[src/rtl/rr_arb8_ctrl_pkg.sv]
// Shared definitions for the 8-way round-robin arbiter: requester count,
// index width and controller state encoding.
package rr_arb8_ctrl_pkg;

   localparam int unsigned NREQ  = 8;
   localparam int unsigned IDX_W = 3;

   typedef enum logic {
      ST_IDLE  = 1'b0,
      ST_GRANT = 1'b1
   } state_t;

endpackage

[src/rtl/rr_arb8_ctrl_onehot_dec3.sv]
// Combinational 3-to-8 one-hot decoder; all outputs low when en is low.
module onehot_dec3
   import rr_arb8_ctrl_pkg::*;
(
   input  logic [IDX_W-1:0] idx,
   input  logic             en,
   output logic [NREQ-1:0]  onehot
);

   always_comb begin
      onehot = '0;
      if (en) begin
         onehot[idx] = 1'b1;
      end
   end

endmodule

[src/rtl/rr_arb8_ctrl.sv]
// Round-robin arbiter that shares one decoded 8-way select between 8
// requesters, with an optional hold limit that preempts a long-running owner.
module rr_arb8_ctrl
   import rr_arb8_ctrl_pkg::*;
#(
   parameter int unsigned MAX_HOLD = 16,
   parameter int unsigned CNT_W    = 5
) (
   input  logic                clk,
   input  logic                rst,
   input  logic [NREQ-1:0]     req,
   output logic [NREQ-1:0]     gnt,
   output logic [IDX_W-1:0]    gnt_idx,
   output logic                gnt_valid,
   output logic                preempt
);

   localparam logic [CNT_W-1:0] HOLD_MAX  = CNT_W'(MAX_HOLD);
   localparam logic [CNT_W-1:0] CNT_START = (MAX_HOLD == 0) ? '0 : CNT_W'(1);

   state_t              state, nxt_state;
   logic [IDX_W-1:0]    last, nxt_last;
   logic [CNT_W-1:0]    hold_cnt, nxt_cnt;
   logic [IDX_W-1:0]    nxt_idx;
   logic                nxt_valid;
   logic                nxt_pre;
   logic [NREQ-1:0]     gnt_d;
   logic                found;
   logic [IDX_W-1:0]    win_idx;
   logic [IDX_W-1:0]    cand;
   logic                others;

   // Rotating search from last+1; while granted, last equals the owner, so the
   // same search serves both fresh grants and handovers from the owner.
   always_comb begin
      found   = 1'b0;
      win_idx = '0;
      cand    = '0;
      for (int unsigned k = 1; k <= NREQ; k++) begin
         cand = last + IDX_W'(k);
         if (!found && req[cand]) begin
            found   = 1'b1;
            win_idx = cand;
         end
      end
   end

   assign others = |(req & ~gnt);

   always_comb begin
      nxt_state = state;
      nxt_idx   = gnt_idx;
      nxt_valid = gnt_valid;
      nxt_cnt   = hold_cnt;
      nxt_last  = last;
      nxt_pre   = 1'b0;
      case (state)
         ST_IDLE: begin
            if (found) begin
               nxt_state = ST_GRANT;
               nxt_idx   = win_idx;
               nxt_valid = 1'b1;
               nxt_cnt   = CNT_START;
               nxt_last  = win_idx;
            end
         end
         ST_GRANT: begin
            if (!req[gnt_idx]) begin
               if (found) begin
                  nxt_idx  = win_idx;
                  nxt_cnt  = CNT_START;
                  nxt_last = win_idx;
               end else begin
                  nxt_state = ST_IDLE;
                  nxt_idx   = '0;
                  nxt_valid = 1'b0;
                  nxt_cnt   = '0;
               end
            end else if (MAX_HOLD != 0 && hold_cnt == HOLD_MAX && others) begin
               nxt_idx  = win_idx;
               nxt_cnt  = CNT_START;
               nxt_last = win_idx;
               nxt_pre  = 1'b1;
            end else if (MAX_HOLD != 0 && hold_cnt != HOLD_MAX) begin
               nxt_cnt = hold_cnt + CNT_W'(1);
            end
         end
         default: begin
            nxt_state = ST_IDLE;
            nxt_idx   = '0;
            nxt_valid = 1'b0;
            nxt_cnt   = '0;
         end
      endcase
   end

   onehot_dec3 u_dec (
      .idx    (nxt_idx),
      .en     (nxt_valid),
      .onehot (gnt_d)
   );

   always_ff @(posedge clk) begin
      if (rst) begin
         state     <= ST_IDLE;
         gnt       <= '0;
         gnt_idx   <= '0;
         gnt_valid <= 1'b0;
         preempt   <= 1'b0;
         hold_cnt  <= '0;
         last      <= IDX_W'(NREQ - 1);
      end else begin
         state     <= nxt_state;
         gnt       <= gnt_d;
         gnt_idx   <= nxt_idx;
         gnt_valid <= nxt_valid;
         preempt   <= nxt_pre;
         hold_cnt  <= nxt_cnt;
         last      <= nxt_last;
      end
   end

endmodule
[config.mk]
export PLATFORM = sky130hd
export DESIGN_NAME = rr_arb8_ctrl
export DESIGN_NICKNAME = d
export VERILOG_FILES = /design/src/rtl/rr_arb8_ctrl_pkg.sv /design/src/rtl/rr_arb8_ctrl_onehot_dec3.sv /design/src/rtl/rr_arb8_ctrl.sv
export SDC_FILE = /design/constraint.sdc
export NUM_CORES = 1
export LEC_CHECK = 0
export CORE_ASPECT_RATIO = 1.1
export CORE_MARGIN = 2
export CORE_UTILIZATION = 40
export CTS_BUF_LIST = sky130_fd_sc_hd__clkbuf_16
export DETAILED_ROUTE_END_ITERATION = 6
export GPL_ROUTABILITY_DRIVEN = 0
export PLACE_DENSITY_LB_ADDON = 0.08
export SLEW_MARGIN = 5
export SYNTH_ARGS = -nofsm -noshare
export SYNTH_HDL_FRONTEND = slang
export SYNTH_SLANG_ARGS = --single-unit
[constraint.sdc]
create_clock -name clk -period 4.45 [get_ports clk]
set_input_delay 1.335 -clock clk [delete_from_list [all_inputs] [get_ports clk]]
set_output_delay 1.335 -clock clk [all_outputs]
set_load 0.02 [all_outputs]
# Yosys cells after proc, flatten, opt, wreduce, memory -nomap -nowiden
# Cells that the tools add are included.
# W data, S select, Z words.
dict set report totals {
  reg_bits 22
  in_bits 10
  output_inout_bits 13
}
dict set report classes {
  add_sub_neg 8
  magnitude_cmp 11
  eq_ne 5
  muxes 59
  bitwise_logic 5
  n_reduce_logical 20
}
# cell n
set op_table {}
lappend op_table {{$mux W3} 15}
lappend op_table {{$lt A3 B4 Y1 const B} 10}
lappend op_table {{$bmux W1 S3} 9}
lappend op_table {{$mux W1} 25}
lappend op_table {{$mux W5} 4}
lappend op_table {{$add A3 B3 Y3 const B} 4}
lappend op_table {{$pmux W3 S2} 2}
lappend op_table {{$pmux W5 S2} 1}
lappend op_table {{$logic_and A1 B1 Y1} 9}
lappend op_table {{$and A8 B8 Y8} 1}
lappend op_table {{$not A8 Y8} 1}
lappend op_table {{$reduce_or A8 Y1} 1}
lappend op_table {{$logic_not A1 Y1} 7}
lappend op_table {{$add A3 B2 Y3 const B} 2}
lappend op_table {{$add A5 B1 Y5 const B} 1}
lappend op_table {{$eq A5 B5 Y1 const B} 1}
lappend op_table {{$ne A5 B5 Y1 const B} 1}
lappend op_table {{$ne A4 B2 Y1 const B} 1}
lappend op_table {{$pmux W1 S2} 2}
lappend op_table {{$add A3 B1 Y3 const B} 1}
lappend op_table {{$demux W1 S3} 1}
lappend op_table {{$ge A3 B1 Y1 const B} 1}
lappend op_table {{$ne A3 B2 Y1 const B} 1}
lappend op_table {{$not A1 Y1} 3}
lappend op_table {{4 further kinds} 4}

# Depth between registers and ports, before layout
dict set report depth {
  depth_word 32
  ltp_mapped 13
  depth_no_buf 10
}

# Hierarchy
# From an unflattened synthesis, not the netlist that was laid out.
dict set report unflattened {
  hier_cells 239
  area_unflattened_um2 2075.7
}
# module instances cells_each area_each_um2 seq_area_each_um2
set modules_own_cells {}
lappend modules_own_cells {rr_arb8_ctrl 1 231 1979.4 440.4}
lappend modules_own_cells {onehot_dec3 1 8 96.3 0.0}

# Worst setup path after synthesis
# Ideal clock, no wire load.
dict set report synth_path {
  kind {input-to-reg}
  from {input port req[0]}
  to {register gnt[1]}
  arrival_time_ps 3369
  t_required_ps 4333
  setup_slack_ps 965
  cell_stages 8
  n_path_buf 1
  path_cell_list {buf_6 -> mux4_2 -> mux2_2 -> nor3_2 -> nand3_1 -> o2bb2ai_1 -> a32oi_4 -> and4b_1}
}
dict set report synth_between {
  elab_chain_cells 31
  elab_cells_between_ends 67
  classes_between {2 x order compare; 45 x mux; 2 x bitwise; 18 x reduce/logical}
}
# item line
set synth_rtl {}
lappend synth_rtl {{from (decl)} rr_arb8_ctrl.sv:11} ;# input logic [NREQ-1:0] req,
lappend synth_rtl {{$bmux W1 S3} rr_arb8_ctrl.sv:41} ;# if (!found && req[cand]) begin
lappend synth_rtl {{$mux W1 (not written as such)} rr_arb8_ctrl.sv:41}
lappend synth_rtl {{$mux W1} rr_arb8_ctrl.sv:41}
lappend synth_rtl {{$logic_not A1 Y1} rr_arb8_ctrl.sv:41}
lappend synth_rtl {{$logic_and A1 B1 Y1} rr_arb8_ctrl.sv:41}
lappend synth_rtl {{$mux W1} rr_arb8_ctrl.sv:41}
lappend synth_rtl {{$logic_not A1 Y1} rr_arb8_ctrl.sv:41}
lappend synth_rtl {{$logic_and A1 B1 Y1} rr_arb8_ctrl.sv:41}
lappend synth_rtl {{[... 15 more ...]} n/a}
lappend synth_rtl {{$mux W3 / $mux W1 (equally long branches)} rr_arb8_ctrl.sv:41}
lappend synth_rtl {{$mux W3, on equally long branches} {rr_arb8_ctrl.sv:69, rr_arb8_ctrl.sv:79}}
lappend synth_rtl {{$mux W3} rr_arb8_ctrl.sv:68} ;# if (!req[gnt_idx]) begin
lappend synth_rtl {{$pmux W3 S2} rr_arb8_ctrl.sv:57} ;# case (state)
lappend synth_rtl {{$lt A3 B4 Y1 (not written as such) / $ge A3 B1 Y1 (equally long branches)} rr_arb8_ctrl_onehot_dec3.sv:13} ;# onehot[idx] = 1'b1;
lappend synth_rtl {{$logic_and A1 B1 Y1 (not written as such)} rr_arb8_ctrl_onehot_dec3.sv:13}
lappend synth_rtl {{$mux W1 (not written as such)} rr_arb8_ctrl_onehot_dec3.sv:13}
lappend synth_rtl {{$demux W1 S3} n/a}
lappend synth_rtl {{to (signal assigned)} rr_arb8_ctrl.sv:114} ;# gnt <= gnt_d;
lappend synth_rtl {{to (decl)} rr_arb8_ctrl.sv:12} ;# output logic [NREQ-1:0] gnt,
# Parallel ways exist; a longest one is shown, timed or not. The select of a mux whose other input is x is not followed.
# A chain may end at the register's enable or synchronous reset.

# Worst setup path after layout
dict set report layout_path {
  from {input port req[4]}
  to {register gnt[6]}
}
# Same word-level chain as after synthesis.

==> results.txt <==
Dividing the detail-routed wire length by the instance count gives 18.3 um. In this run the cell area of the synthesized design comes to ~2300 sq um. Setup total negative slack on the finished layout was measured at 0 ns. The worst setup path is launched from an input port. The via count of the first global-routing pass is 1,907. The post-layout instance area is 2660 sq um. The portion of the post-synthesis area used by sequential elements is 0.193. The number of maximum-capacitance violations is 0. The wire length of the first global-routing pass is 9.48 mm. Setup repair after global routing left no endpoint under its margin. The count of flip-flops with a built-in enable after synthesis is 0. In the final design database the tool counted between 200 and 300 nets. The fraction of layout instances using a drive strength above 1 came out at 0.295.

The flow ran to the end, and the final reports show no timing, DRC or antenna violations. When the netlist entered floorplanning its net count stood at 224. The count of state elements after synthesis came out at 22. The worst-case clock buffer depth came out at 2.

Averaged over all synthesized cells, the footprint is 10.8 sq um. The number of antenna violations at the first check in global routing is 0. The delay of the slowest cell on the worst path is 0.65 ns. In this run the worst hold path is classified as flip-flop to flip-flop. The layout overhead on the synthesized area is 16.7%. The total power per unit cell area is 791 nW/um^2. The number of buffers inserted by port buffering came out at 22. The die height is 83.2 um.

The minimum clock period came out at 4.19 ns. TritonCTS built the clock tree. The floorplan row count is 28. The endpoint arrival time on the critical path is 4.35 ns.

The clock latency of the later-clocked register in the worst-skew pair is 0.25 ns. The number of design-rule violations left by the first detailed-router iteration is ~130. The Yosys step of the flow raised 0 warnings. The cell family contributing the most delay on the critical path is multiplexers.

Detailed placement ended at an HPWL of ~4.4 mm. The core box area is 5430 sq um. Detailed routing inserted a total of between 1,500 and 2,000 vias.

The critical path goes through clkdlybuf4s50_1, mux4_2, mux2i_1, nand3_2, or2_0, o21ai_1, o31ai_4, nor4b_2. The setup-violating endpoint count in the final report is 0. The gate count of the mapped netlist came out at 210. For this design the top-level I/O count stands at 23. STA classifies the critical path endpoint as a flip-flop. The count of unresolved DRC violations after routing came out at 0.

The cell area after placement came out at 2580 sq um. The pre-antenna-repair detailed-routing pass consisted of 4 iterations. After clock tree synthesis, the flow added hold-fix buffers numbering 0. The highest ir drop seen on vdd came out at around 0.0004 V.

Along the worst path, the maximum fanout reaches 11. The initial core utilization came out at 0.420. The final hold violation count came out at 0. The number of buffers and inverters on the critical path is 1. The slowest stage of the critical path is the sky130_fd_sc_hd__mux4_2 cell. The clock net sink count is 22. For this run, the leading register cell type out of synthesis is sky130_fd_sc_hd__dfxtp_1. The global-route usage over all layers came out at 0.184. After clock tree synthesis, the clock-pin slew on the worst setup and hold paths is 0.05 ns. STA puts the critical path data required time at between 4 and 5 ns.

The fmax came out at between 0.2 and 0.25 GHz. The analysis attributes to cell leakage a power of 0.00100 uW. The total setup buffers inserted after CTS is 0.

The horizontal die dimension came out at 76.0 um. The quantity of gates resized following cts came out at 0. The count of unique library cells instantiated by Yosys came out at 73. The overall routed net length is 5.67 mm. Counting the fill cells in the layout gives 502. 0 antenna diodes ended up in the layout. The die area came out at about 6300 sq um.

Clock skew on the completed layout was measured at 0.00343 ns. The critical path class is input port to flip-flop. The count of nets left with antenna violations after detail routing is 0. Counting the buffers created by CTS gives 3. The remaining global-route overflow is 0. Headroom to the max-slew limit came out at 0.488. The master cell of the clock root buffer is sky130_fd_sc_hd__clkbuf_16. Dividing the detail-routed via count by the number of cells gives about 6.

The final cycle utilization of the critical path came out at 0.942. The final count of pins violating max slew is 0. The async set-reset flop share out of synthesis came out at 0. The pin count of the biggest net entering global routing came out at 19.

The CTS H-tree depth came out at 1. The transition time at the pin with the least slew margin came out at 0.767 ns.
## final cells by class
| class | count | area [sq um] | share of cell area |
|---|---|---|---|
| clock buffers | 3 | 75.1 | 0.0282 |
| inverters | 17 | 63.8 | 0.0240 |
| multi-input cells | 159 | 1680 | 0.633 |
| flip-flops and latches | 22 | 440 | 0.166 |
| well taps | 75 | 93.8 | 0.0353 |
| repair buffers | 33 | 303 | 0.114 |
## Yosys cell counts (3+ instances only)
library cell,number,area share
sky130_fd_sc_hd__a21oi_1,4,0.0088
sky130_fd_sc_hd__mux4_1,4,0.046
sky130_fd_sc_hd__dfxtp_1,22,0.19
sky130_fd_sc_hd__inv_1,15,0.025
sky130_fd_sc_hd__xor2_1,3,0.012
sky130_fd_sc_hd__ha_1,4,0.022
sky130_fd_sc_hd__o22ai_1,4,0.011
sky130_fd_sc_hd__buf_6,4,0.020
sky130_fd_sc_hd__nand3_1,4,0.0088
sky130_fd_sc_hd__nand2_1,15,0.025
sky130_fd_sc_hd__o21ai_0,4,0.0088
sky130_fd_sc_hd__buf_4,3,0.0099
sky130_fd_sc_hd__mux2i_1,5,0.022
sky130_fd_sc_hd__nor2_1,16,0.026
sky130_fd_sc_hd__mux4_2,15,0.15
sky130_fd_sc_hd__mux2_2,5,0.025
sky130_fd_sc_hd__o31ai_1,3,0.0099
sky130_fd_sc_hd__mux2i_4,3,0.030
sky130_fd_sc_hd__nand2b_1,3,0.0082
sky130_fd_sc_hd__a211oi_1,3,0.0099
sky130_fd_sc_hd__and4b_1,3,0.013
sky130_fd_sc_hd__buf_2,3,0.0066
## tightest hold or removal path, delay by kind of cell, from the launching register on
kind,cells,cell delay (ns)
DFF,1,0.36
xor gates and xnor gates,1,0.08
and+or+nand+nor,1,0.07
## power by group
part	internal [uW]	switching (uW)	total (uW)	leakage, uW
clock	118	63.5	182	0.0000370
sequential	248	62.4	311	0.000180
combinational	724	886	1610	0.000786
## state kept, by name, indices dropped and copies added, names as in the netlist
signal,cells
gnt,8
gnt_idx,3
gnt_valid,1
hold_cnt,5
last,3
preempt,1
state,1
## kinds of logic after synthesis
logic type	Yosys count	share of synthesized area
simple gates	71	0.209
compound gates	43	0.191
fa+ha+maj	5	0.0264
buf+inv	29	0.0681
xor+xnor	6	0.0297
flops	22	0.193
mux	34	0.283
## metrics by stage
step | utilization | hold WS [ns] | setup WS [ns] | cells | power, uW
5_1_grt | 0.490 | 0.587 | 0.0769 | 309 | 2240
3_3_place_gp | 0.476 | 0.508 | 0.0927 | 306 | 1910
4_1_cts | 0.490 | 0.557 | 0.259 | 309 | 2100
3_5_place_dp | 0.476 | 0.544 | 0.0195 | 306 | 1910
2_1_floorplan | - | 0.484 | 0.965 | 210 | 1560
6_report | 0.490 | 0.554 | 0.260 | 309 | 2100
## worst paths after layout
| path | slack [ns] | to | startpoint | depth (start not counted) |
|---|---|---|---|---|
| setup / recovery | 0.26 | gnt[6]$_SDFF_PP0_ | req[4] | 8 |
| hold / removal | 0.55 | hold_cnt[4]$_SDFFE_PP0P_ | hold_cnt[4]$_SDFFE_PP0P_ | 2 |
| setup reg to reg | 1.13 | gnt[2]$_SDFF_PP0_ | last[1]$_SDFFE_PP1P_ | 9 |
| hold reg to reg | 0.55 | hold_cnt[4]$_SDFFE_PP0P_ | hold_cnt[4]$_SDFFE_PP0P_ | 2 |
## cell usage in the layout (no fill, tap or decap), types with 5 or more instances in the layout
| cell type | instances |
|---|---|
| sky130_fd_sc_hd__nor2_1 | 16 |
| sky130_fd_sc_hd__mux2_2 | 5 |
| sky130_fd_sc_hd__nand2_1 | 15 |
| sky130_fd_sc_hd__inv_1 | 15 |
| sky130_fd_sc_hd__clkdlybuf4s50_1 | 22 |
| sky130_fd_sc_hd__mux2i_1 | 5 |
| sky130_fd_sc_hd__mux4_2 | 15 |
| sky130_fd_sc_hd__buf_4 | 11 |
| sky130_fd_sc_hd__dfxtp_1 | 22 |
## layer usage
metal | share of wire | vias to the layer above | wire length (um) | global-route usage
met2 | 0.51 | 44 | 2900 | 0.325
met1 | 0.44 | 927 | 2480 | 0.234
li1 | - | 875 | - | -
met3 | 0.029 | 11 | 163 | 0.0141
met4 | 0.021 | 0 | 121 | 0.0694
met5 | 0 | - | 0 | 0
Note: power is estimated with default switching activity, not from simulation.
